<file path="src/rtl/id_stage.sv">
// Decode stage of the five-stage LA32R pipeline: holds one fetched instruction,
// owns the 32x32 register file, stalls on RAW hazards and resolves branches.
module id_stage (
    input  logic         clk,
    input  logic         resetn,
    input  logic         fs_to_ds_valid,
    input  logic [63:0]  fs_to_ds_bus,
    output logic         ds_allowin,
    output logic [32:0]  br_bus,
    input  logic         es_allowin,
    output logic         ds_to_es_valid,
    output logic [137:0] ds_to_es_bus,
    input  logic [4:0]   es_dest,
    input  logic [4:0]   ms_dest,
    input  logic [37:0]  ws_to_rf_bus
);

    logic        ds_valid;
    logic [31:0] ds_pc;
    logic [31:0] ds_inst;
    logic        ds_ready_go;
    logic        hazard;
    logic        br_taken;
    logic [31:0] br_target;
    logic [31:0] br_target_raw;

    logic [4:0]  rd;
    logic [4:0]  rj;
    logic [4:0]  rk;

    assign rd = ds_inst[4:0];
    assign rj = ds_inst[9:5];
    assign rk = ds_inst[14:10];

    logic inst_add_w, inst_sub_w, inst_addi_w, inst_ld_w, inst_st_w;
    logic inst_lu12i_w, inst_jirl, inst_b, inst_bl, inst_beq, inst_bne;

    assign inst_add_w   = ds_inst[31:15] == 17'h00020;
    assign inst_sub_w   = ds_inst[31:15] == 17'h00022;
    assign inst_addi_w  = ds_inst[31:22] == 10'h00A;
    assign inst_ld_w    = ds_inst[31:22] == 10'h0A2;
    assign inst_st_w    = ds_inst[31:22] == 10'h0A6;
    assign inst_lu12i_w = ds_inst[31:25] == 7'h0A;
    assign inst_jirl    = ds_inst[31:26] == 6'h13;
    assign inst_b       = ds_inst[31:26] == 6'h14;
    assign inst_bl      = ds_inst[31:26] == 6'h15;
    assign inst_beq     = ds_inst[31:26] == 6'h16;
    assign inst_bne     = ds_inst[31:26] == 6'h17;

    logic        rf_we;
    logic [4:0]  rf_waddr;
    logic [31:0] rf_wdata;
    logic [31:0] rf [32];

    assign {rf_we, rf_waddr, rf_wdata} = ws_to_rf_bus;

    always_ff @(posedge clk) begin
        if (rf_we && rf_waddr != 5'd0) begin
            rf[rf_waddr] <= rf_wdata;
        end
    end

    // Same-cycle writeback is forwarded so WB never causes a stall.
    logic [31:0] rj_value;
    logic [31:0] rk_value;
    logic [31:0] rkd_value;

    assign rj_value  = (rj == 5'd0) ? 32'd0 :
                       (rf_we && rf_waddr == rj) ? rf_wdata : rf[rj];
    assign rk_value  = (rk == 5'd0) ? 32'd0 :
                       (rf_we && rf_waddr == rk) ? rf_wdata : rf[rk];
    assign rkd_value = (rd == 5'd0) ? 32'd0 :
                       (rf_we && rf_waddr == rd) ? rf_wdata : rf[rd];

    logic [31:0] si12_ext;
    logic [31:0] lu12_imm;
    logic [31:0] offs16_ext;
    logic [31:0] offs26_ext;

    assign si12_ext   = {{20{ds_inst[21]}}, ds_inst[21:10]};
    assign lu12_imm   = {ds_inst[24:5], 12'b0};
    assign offs16_ext = {{14{ds_inst[25]}}, ds_inst[25:10], 2'b00};
    assign offs26_ext = {{4{ds_inst[9]}}, ds_inst[9:0], ds_inst[25:10], 2'b00};

    logic [31:0] src1;
    logic [31:0] src2;

    always_comb begin
        src1 = rj_value;
        src2 = rk_value;
        if (inst_addi_w || inst_ld_w || inst_st_w) begin
            src2 = si12_ext;
        end else if (inst_lu12i_w) begin
            src1 = 32'd0;
            src2 = lu12_imm;
        end else if (inst_bl || inst_jirl) begin
            src1 = ds_pc;
            src2 = 32'd4;
        end
    end

    logic [1:0] alu_op;
    logic [4:0] dest;
    logic       gr_we;
    logic       mem_we;
    logic       res_from_mem;

    assign alu_op       = inst_sub_w ? 2'b01 : 2'b00;
    assign dest         = inst_bl ? 5'd1 : rd;
    assign gr_we        = (inst_add_w || inst_sub_w || inst_addi_w || inst_ld_w ||
                           inst_lu12i_w || inst_bl || inst_jirl) && dest != 5'd0;
    assign mem_we       = inst_st_w;
    assign res_from_mem = inst_ld_w;

    logic reads_rj;
    logic reads_rk;
    logic reads_rd;
    logic rj_hit;
    logic rk_hit;
    logic rd_hit;

    assign reads_rj = inst_add_w || inst_sub_w || inst_addi_w || inst_ld_w ||
                      inst_st_w || inst_jirl || inst_beq || inst_bne;
    assign reads_rk = inst_add_w || inst_sub_w;
    assign reads_rd = inst_st_w || inst_beq || inst_bne;

    assign rj_hit = reads_rj && rj != 5'd0 && (rj == es_dest || rj == ms_dest);
    assign rk_hit = reads_rk && rk != 5'd0 && (rk == es_dest || rk == ms_dest);
    assign rd_hit = reads_rd && rd != 5'd0 && (rd == es_dest || rd == ms_dest);

    assign hazard         = ds_valid && (rj_hit || rk_hit || rd_hit);
    assign ds_ready_go    = !hazard;
    assign ds_allowin     = !ds_valid || (ds_ready_go && es_allowin);
    assign ds_to_es_valid = ds_valid && ds_ready_go;

    logic inst_taken;

    assign inst_taken = inst_b || inst_bl || inst_jirl ||
                        (inst_beq && rj_value == rkd_value) ||
                        (inst_bne && rj_value != rkd_value);

    assign br_target_raw = inst_jirl ? rj_value + offs16_ext :
                           ds_pc + ((inst_b || inst_bl) ? offs26_ext : offs16_ext);

    assign br_taken  = ds_valid && ds_ready_go && es_allowin && inst_taken;
    assign br_target = br_taken ? br_target_raw : 32'd0;
    assign br_bus    = {br_taken, br_target};

    // A taken branch leaving decode squashes the wrong-path fetch accepted alongside it.
    always_ff @(posedge clk or negedge resetn) begin
        if (!resetn) begin
            ds_valid <= 1'b0;
            ds_pc    <= 32'd0;
            ds_inst  <= 32'd0;
        end else if (ds_allowin) begin
            ds_valid <= fs_to_ds_valid && !br_taken;
            ds_pc    <= fs_to_ds_bus[63:32];
            ds_inst  <= fs_to_ds_bus[31:0];
        end
    end

    assign ds_to_es_bus = {alu_op, res_from_mem, mem_we, gr_we, dest,
                           rkd_value, src2, src1, ds_pc};

endmodule

</file>
<file path="config.mk">
export PLATFORM = sky130hd
export DESIGN_NAME = id_stage
export DESIGN_NICKNAME = d
export VERILOG_FILES = /design/src/rtl/id_stage.sv
export SDC_FILE = /design/constraint.sdc
export NUM_CORES = 2
export LEC_CHECK = 0
export ABC_CLOCK_PERIOD_IN_PS = 4600
export BUFFER_PORTS_ARGS = -buffer_cell sky130_fd_sc_hd__clkbuf_2
export CAP_MARGIN = 20
export CORE_MARGIN = 2
export CORE_UTILIZATION = 45
export DETAILED_ROUTE_END_ITERATION = 10
export PLACE_DENSITY = 0.71
export SYNTH_ARGS = -nofsm -noshare
export SYNTH_HDL_FRONTEND = slang
export SYNTH_SLANG_ARGS = --single-unit
</file>
<file path="constraint.sdc">
create_clock -name clk -period 4.6 [get_ports clk]
set_input_delay 0 -clock clk [delete_from_list [all_inputs] [get_ports clk]]
set_output_delay 0 -clock clk [all_outputs]
set_load 0.005 [all_outputs]
</file>
* Word level (Yosys, flattened, before mapping)
Memory sizes are Yosys's and may differ from the RTL's.
Cells that the tools add are included.
** Cells by class
- Equal/unequal tests :: 22
- Reductions and logical operators :: 55
- Mux-type cells :: 19
- $add $sub $neg :: 2
** Operators by type and width (number)
- 2-to-1 mux 32 bit :: 15
- adder 32 bit :: 2
- == test 5 bit :: 9
- == test 17 x 6 -> 1 bit, second input constant :: 2
- == test 32 bit :: 1
- != test 32 bit :: 1
- == test 6 x 5 -> 1 bit, second input constant :: 5
- logical OR 1 bit :: 25
- nonzero test 5 bit :: 5
- == test 10 x 8 -> 1 bit, second input constant :: 2
- logical AND 1 bit :: 19
- logical NOT 5 bit :: 3
- == test 10 x 4 -> 1 bit, second input constant :: 1
- == test 7 x 4 -> 1 bit, second input constant :: 1
- 2-to-1 mux 5 bit :: 1
- logical NOT 1 bit :: 3
- 2-to-1 mux 1 bit :: 3
** Word-level totals
- Memory bits (writable) :: 1024
- Memories kept :: 1
- Input bits :: 116
- Register bits :: 65
** Memory list
- rf :: depth 32, bits a word 32, read ports 3, clocked after Yosys merged registers in 0, write ports 1, RTL line 53 : logic [31:0] rf [32];

* Logic depth before layout (Yosys ltp)
- Depth after elaboration :: 19
- Gate-level depth with buffers :: 25

* Least setup slack after synthesis
No wires, ideal clock.
- Kind :: flip-flop to output port
- From :: register ds_inst[6]
- To :: output br_bus[31]
- Required time :: 4.600 ns
- Data arrival time :: 5.048 ns
- Buffers on the path :: 5
- Slack :: -0.448 ns
- Cell stages (with the launch flop) :: 22
- Cell sequence :: dfrtp_1 -> buf_2 -> buf_2 -> buf_2 -> clkbuf_1 -> clkbuf_1 -> mux4_2 -> a221oi_1 -> a41o_1 -> nor2_1 -> ha_1 -> a21o_1 -> a2111oi_0 -> o31ai_1 -> o211a_1 -> nand4_1 -> o21ai_0 -> nor4_1 -> o31a_1 -> xnor2_1 -> nor2_1 -> a211oi_1
** On the way
- Cells in the longest elaborated chain, start to end :: 11
** Ends and longest elaborated chain
- from (decl) :: RTL line 20 : logic [31:0] ds_inst;
- from (signal assigned) :: RTL line 158 : ds_inst <= fs_to_ds_bus[31:0];
- parallel branches: the longest is 10 deep, another holds memory (32 x 32 bit)
- 2-to-1 mux 32 bit * :: RTL line 146 : assign br_target = br_taken ? br_target_raw : 32'd0;
- to (decl) :: RTL line 9 : output logic [32:0] br_bus,
Mark *: on every way between the ends.

* Worst setup path after layout
- From :: register ds_inst[5]
- To :: output br_bus[22]
Same word-level chain as after synthesis.

==> summary.txt <==
Run status
  • Outcome: finished, violations left
  • Violated checks: setup timing

STA
  • RSZ-0062 raised after global routing: yes
  • FMAX: 177.7 MHz
  • Max-slew headroom: 15.88%
  • Final Hold Viols: 0
  • Period utilization: 122.3%
  • Final hold slack: 0.02837 ns
  • # setup viols final: 35
  • Worst slew pin tran: 1.249 ns
  • Setup TNS: -29.83 ns
  • Final number of max-transition violations: 0
  • Skew final: 0.03610 ns
  • PnR worst setup slack: -1.028 ns
  • Tmin final: 5.628 ns

Synth
  • Sequential share of the synthesized area: 50.98%
  • Synth async-reset ratio: 5.969%
  • FF+latch count, synth: 1089
  • Synth Warn #: 0
  • Post-Syn Area: 63510 um^2
  • Cells after Synth: 3945
  • Distinct cells, synth: 77
  • Post-synth EDFFs: 1024
  • Post-synth top flop: edfxtp_1
  • Syn Area/Cell: 16.10 um^2

Setup path
  • Crit path depth: 20
  • WP data required: 4.60 ns
  • Crit Path Class: reg2out
  • Reg2reg start: ds_inst[5]
  • CP Launch Point: ds_inst[5]
  • CP max-delay cell: dfrtp_4
  • Cell depth of the worst flop-to-flop path: 20
  • Slowest stage delay, CP: 0.50 ns
  • Worst Path Max Fanout: 21
  • Cell family with most CP delay: simple AND/OR/NAND/NOR gates
  • Crit start category: flip-flop
  • Worst Setup End Kind: output pin
  • Worst Path Arrival: 5.63 ns
  • Buf+Inv Stages, Crit Path: 8
  • Setup crit end: br_bus[22]
  • CP Cell Sequence: buf_12, buf_12, buf_6, mux4_2, a22oi_1, and3_1, o41ai_1, buf_4, buf_4, xor2_1, nor2_1, nand4b_1, or3b_1, nor4_2, buf_4, xor2_2, a21oi_2, buf_12, nor4b_4, buf_2
  • Reg2reg end: ds_valid
  • R2R Setup Slk: -0.13 ns

Floorplan
  • FP Rows: 137
  • Die area: 144200 um^2
  • Initial Util: 45.41%
  • Die width: 379.7 um
  • Die Ht: 379.7 um
  • Core area: 139900 um^2
  • I/O pin cnt: 289

Place
  • Number of port buffers: 287
  • Post-DP HPWL: 176.1 mm
  • Pre-CTS setup slack: -0.7402 ns
  • GPL Wtd Cong: 1.021

Clocking
  • H-tree Lvls: 3
  • Root Buffer: clkbuf_16
  • Clk Latency, worst-skew pair: 0.79 ns
  • Clock tree buffer depth: 3
  • CTS tree: yes
  • CTS buffer count: 113
  • Clock sinks: 1089
  • Clock transition at the registers of the reported paths: 0.07 ns

Power and ir drop
  • Sequential share of power: 36.7%
  • Clk pwr share: 31.3%
  • Net Sw Frac: 32.14%
  • Combinational share of power: 32.0%
  • Int Pwr: 20.92 mW
  • Sw power: 9.909 mW
  • Max VDD drop: 0.0003011 V
  • PwrDens: 392.4 nW/um^2
  • Leakage power: 27.12 nW

Detailed routing
  • M1 wire length: 84.53 mm
  • DR top layer: met5
  • Pre-antenna DRT Iters: 8
  • Met2 wire len: 115.1 mm
  • DR vias: 48930
  • Drt total wl: 265.9 mm
  • DR iter-0 viols: 9504
  • Per-cell routed wire length: 39.12 um
  • Vias/cell: 7.199
  • Met3 routed WL: 43.69 mm
  • Detail Route Antenna Nets: 0
  • Drc violations: 0

Global routing
  • Congestion Overflow GR: 0
  • Global Route Usage Sum: 36.24%
  • Number of global-route vias before repair: 47460
  • Largest net degree at the start of global routing: 128
  • First-pass GRT wire length: 367.1 mm
  • Initial antenna violation count: 12

Flow run
  • Max-Cap Viols: 0

Cells and area
  • Storage element area: 32420 um^2
  • Area occupied by multi-input gates: 30650 um^2
  • Final core occ: 56.16%
  • Layout cells sized above 1: 44.09%
  • Nets@finish: 4994
  • Fillcell total: 10720
  • Commonest non-fill, non-tap cell in the layout: edfxtp_1
  • Area growth from synthesis to layout: 23.69%
  • Most frequent cells in the layout: edfxtp_1, mux4_2, buf_4, clkbuf_2, nand2_1

Min path
  • Hold Crit Class: in2reg
[state kept, by name, indices dropped and copies added, names as in the netlist]
name	count
ds_pc	32
rf	1024
ds_inst	32
ds_valid	1
[metal layers]
layer | vias up | track usage, %
met4 | 18 | 25.29
met5 | - | 0
met3 | 1085 | 13.93
li1 | 18370 | -
met2 | 4930 | 52.90
met1 | 24530 | 44.45
[synth_stat cells, types with 42 or more instances]
library cell	instances	area, um^2
edfxtp_1	1024	30750
mux4_2	832	18740
nand2_1	266	998.5
nor2_1	204	765.7
clkbuf_1	172	645.6
o21ai_0	127	635.6
a21oi_1	118	590.6
mux2i_1	94	940.9
nand3_1	79	395.4
xnor2_1	74	648.1
buf_1	65	244.0
dfrtp_1	65	1627
ha_1	58	725.7
a22oi_1	56	420.4
mux2_2	56	630.6
xor2_1	45	394.1
buf_2	43	215.2
buf_4	42	315.3
[power by group through the flow]
stage               sequential (mW)  clock (mW)  combinational [mW]
finish                         11.3        9.64                9.86
global route                   11.3        10.0                10.1
CTS                            11.3        9.65                9.41
detailed placement             11.5           0                8.82
global placement               11.5           0                8.82
floorplan                      11.4           0                4.85
[worst reg2reg max path, cell delays in order, from the launching register on]
cell and delay [ns]:
dfrtp_4 0.50, buf_12 0.15, buf_12 0.14, buf_6 0.14
mux4_2 0.50, a22oi_1 0.31, and3_1 0.29, o41ai_1 0.10
buf_4 0.17, buf_4 0.17, xor2_1 0.15, nor2_1 0.12
nand4b_1 0.29, or3b_1 0.45, nor4_2 0.21, buf_4 0.19
xor2_2 0.07, a21oi_2 0.18, buf_12 0.23, inv_1 0.11
o21ai_0 0.16
[through the flow]
step	std cells	cell area, um^2	total power, mW
CTS	6781	78180	30.36
finish	6797	78560	30.83
global route	6793	78550	31.45
global placement	6376	71530	20.32
detailed placement	6376	71530	20.34
floorplan	3977	63720	16.22
[what timing repair did]
item	CTS	global route
buffers inserted	41	8
hold endpoints to repair	1122	0
hold buffers	146	0
pin swaps	58	48
endpoints found under the setup margin	51	40
resized for setup	177	62
cloned	7	1
[worst min path at each step]
| stage | cells past startpoint | to | startpoint | slack [ns] |
|---|---|---|---|---|
| 3_5_place_dp | 1 | ds_pc[2] | resetn | -0.07 |
| 3_3_place_gp | 1 | ds_pc[2] | resetn | -0.07 |
| 5_1_grt | 3 | ds_pc[13] | fs_to_ds_bus[45] | 0.04 |
| 2_1_floorplan | 0 | ds_inst[0] | resetn | -0.30 |
| 6_report | 3 | ds_pc[13] | fs_to_ds_bus[45] | 0.03 |
| 4_1_cts | 3 | ds_inst[13] | fs_to_ds_bus[13] | 0.0007 |
[cells by family (layout without fill, tap and decap cells)]
kind of cell,Yosys count,in the layout,synth area share (%)
other,1,37,0.005904
DFF,1089,1089,50.98
xor gates and xnor gates,119,119,1.641
AOI/OAI and AO/OA,577,577,6.144
adders and majority gates,60,60,1.206
muxes,982,982,31.98
buffers and inverters,372,1312,2.638
and+or+nand+nor,745,745,5.413
[cell type report]
cell class	instances	share of cell area, %
inverters	41	0.2039
clock inverters	85	1.185
flip-flops and latches	1089	41.27
multi-input cells	2516	39.01
repair buffers	1057	11.63
diodes	4	0.01274
clock buffers	129	3.701
well taps	1876	2.988
Power figures use the tool's default switching activity.
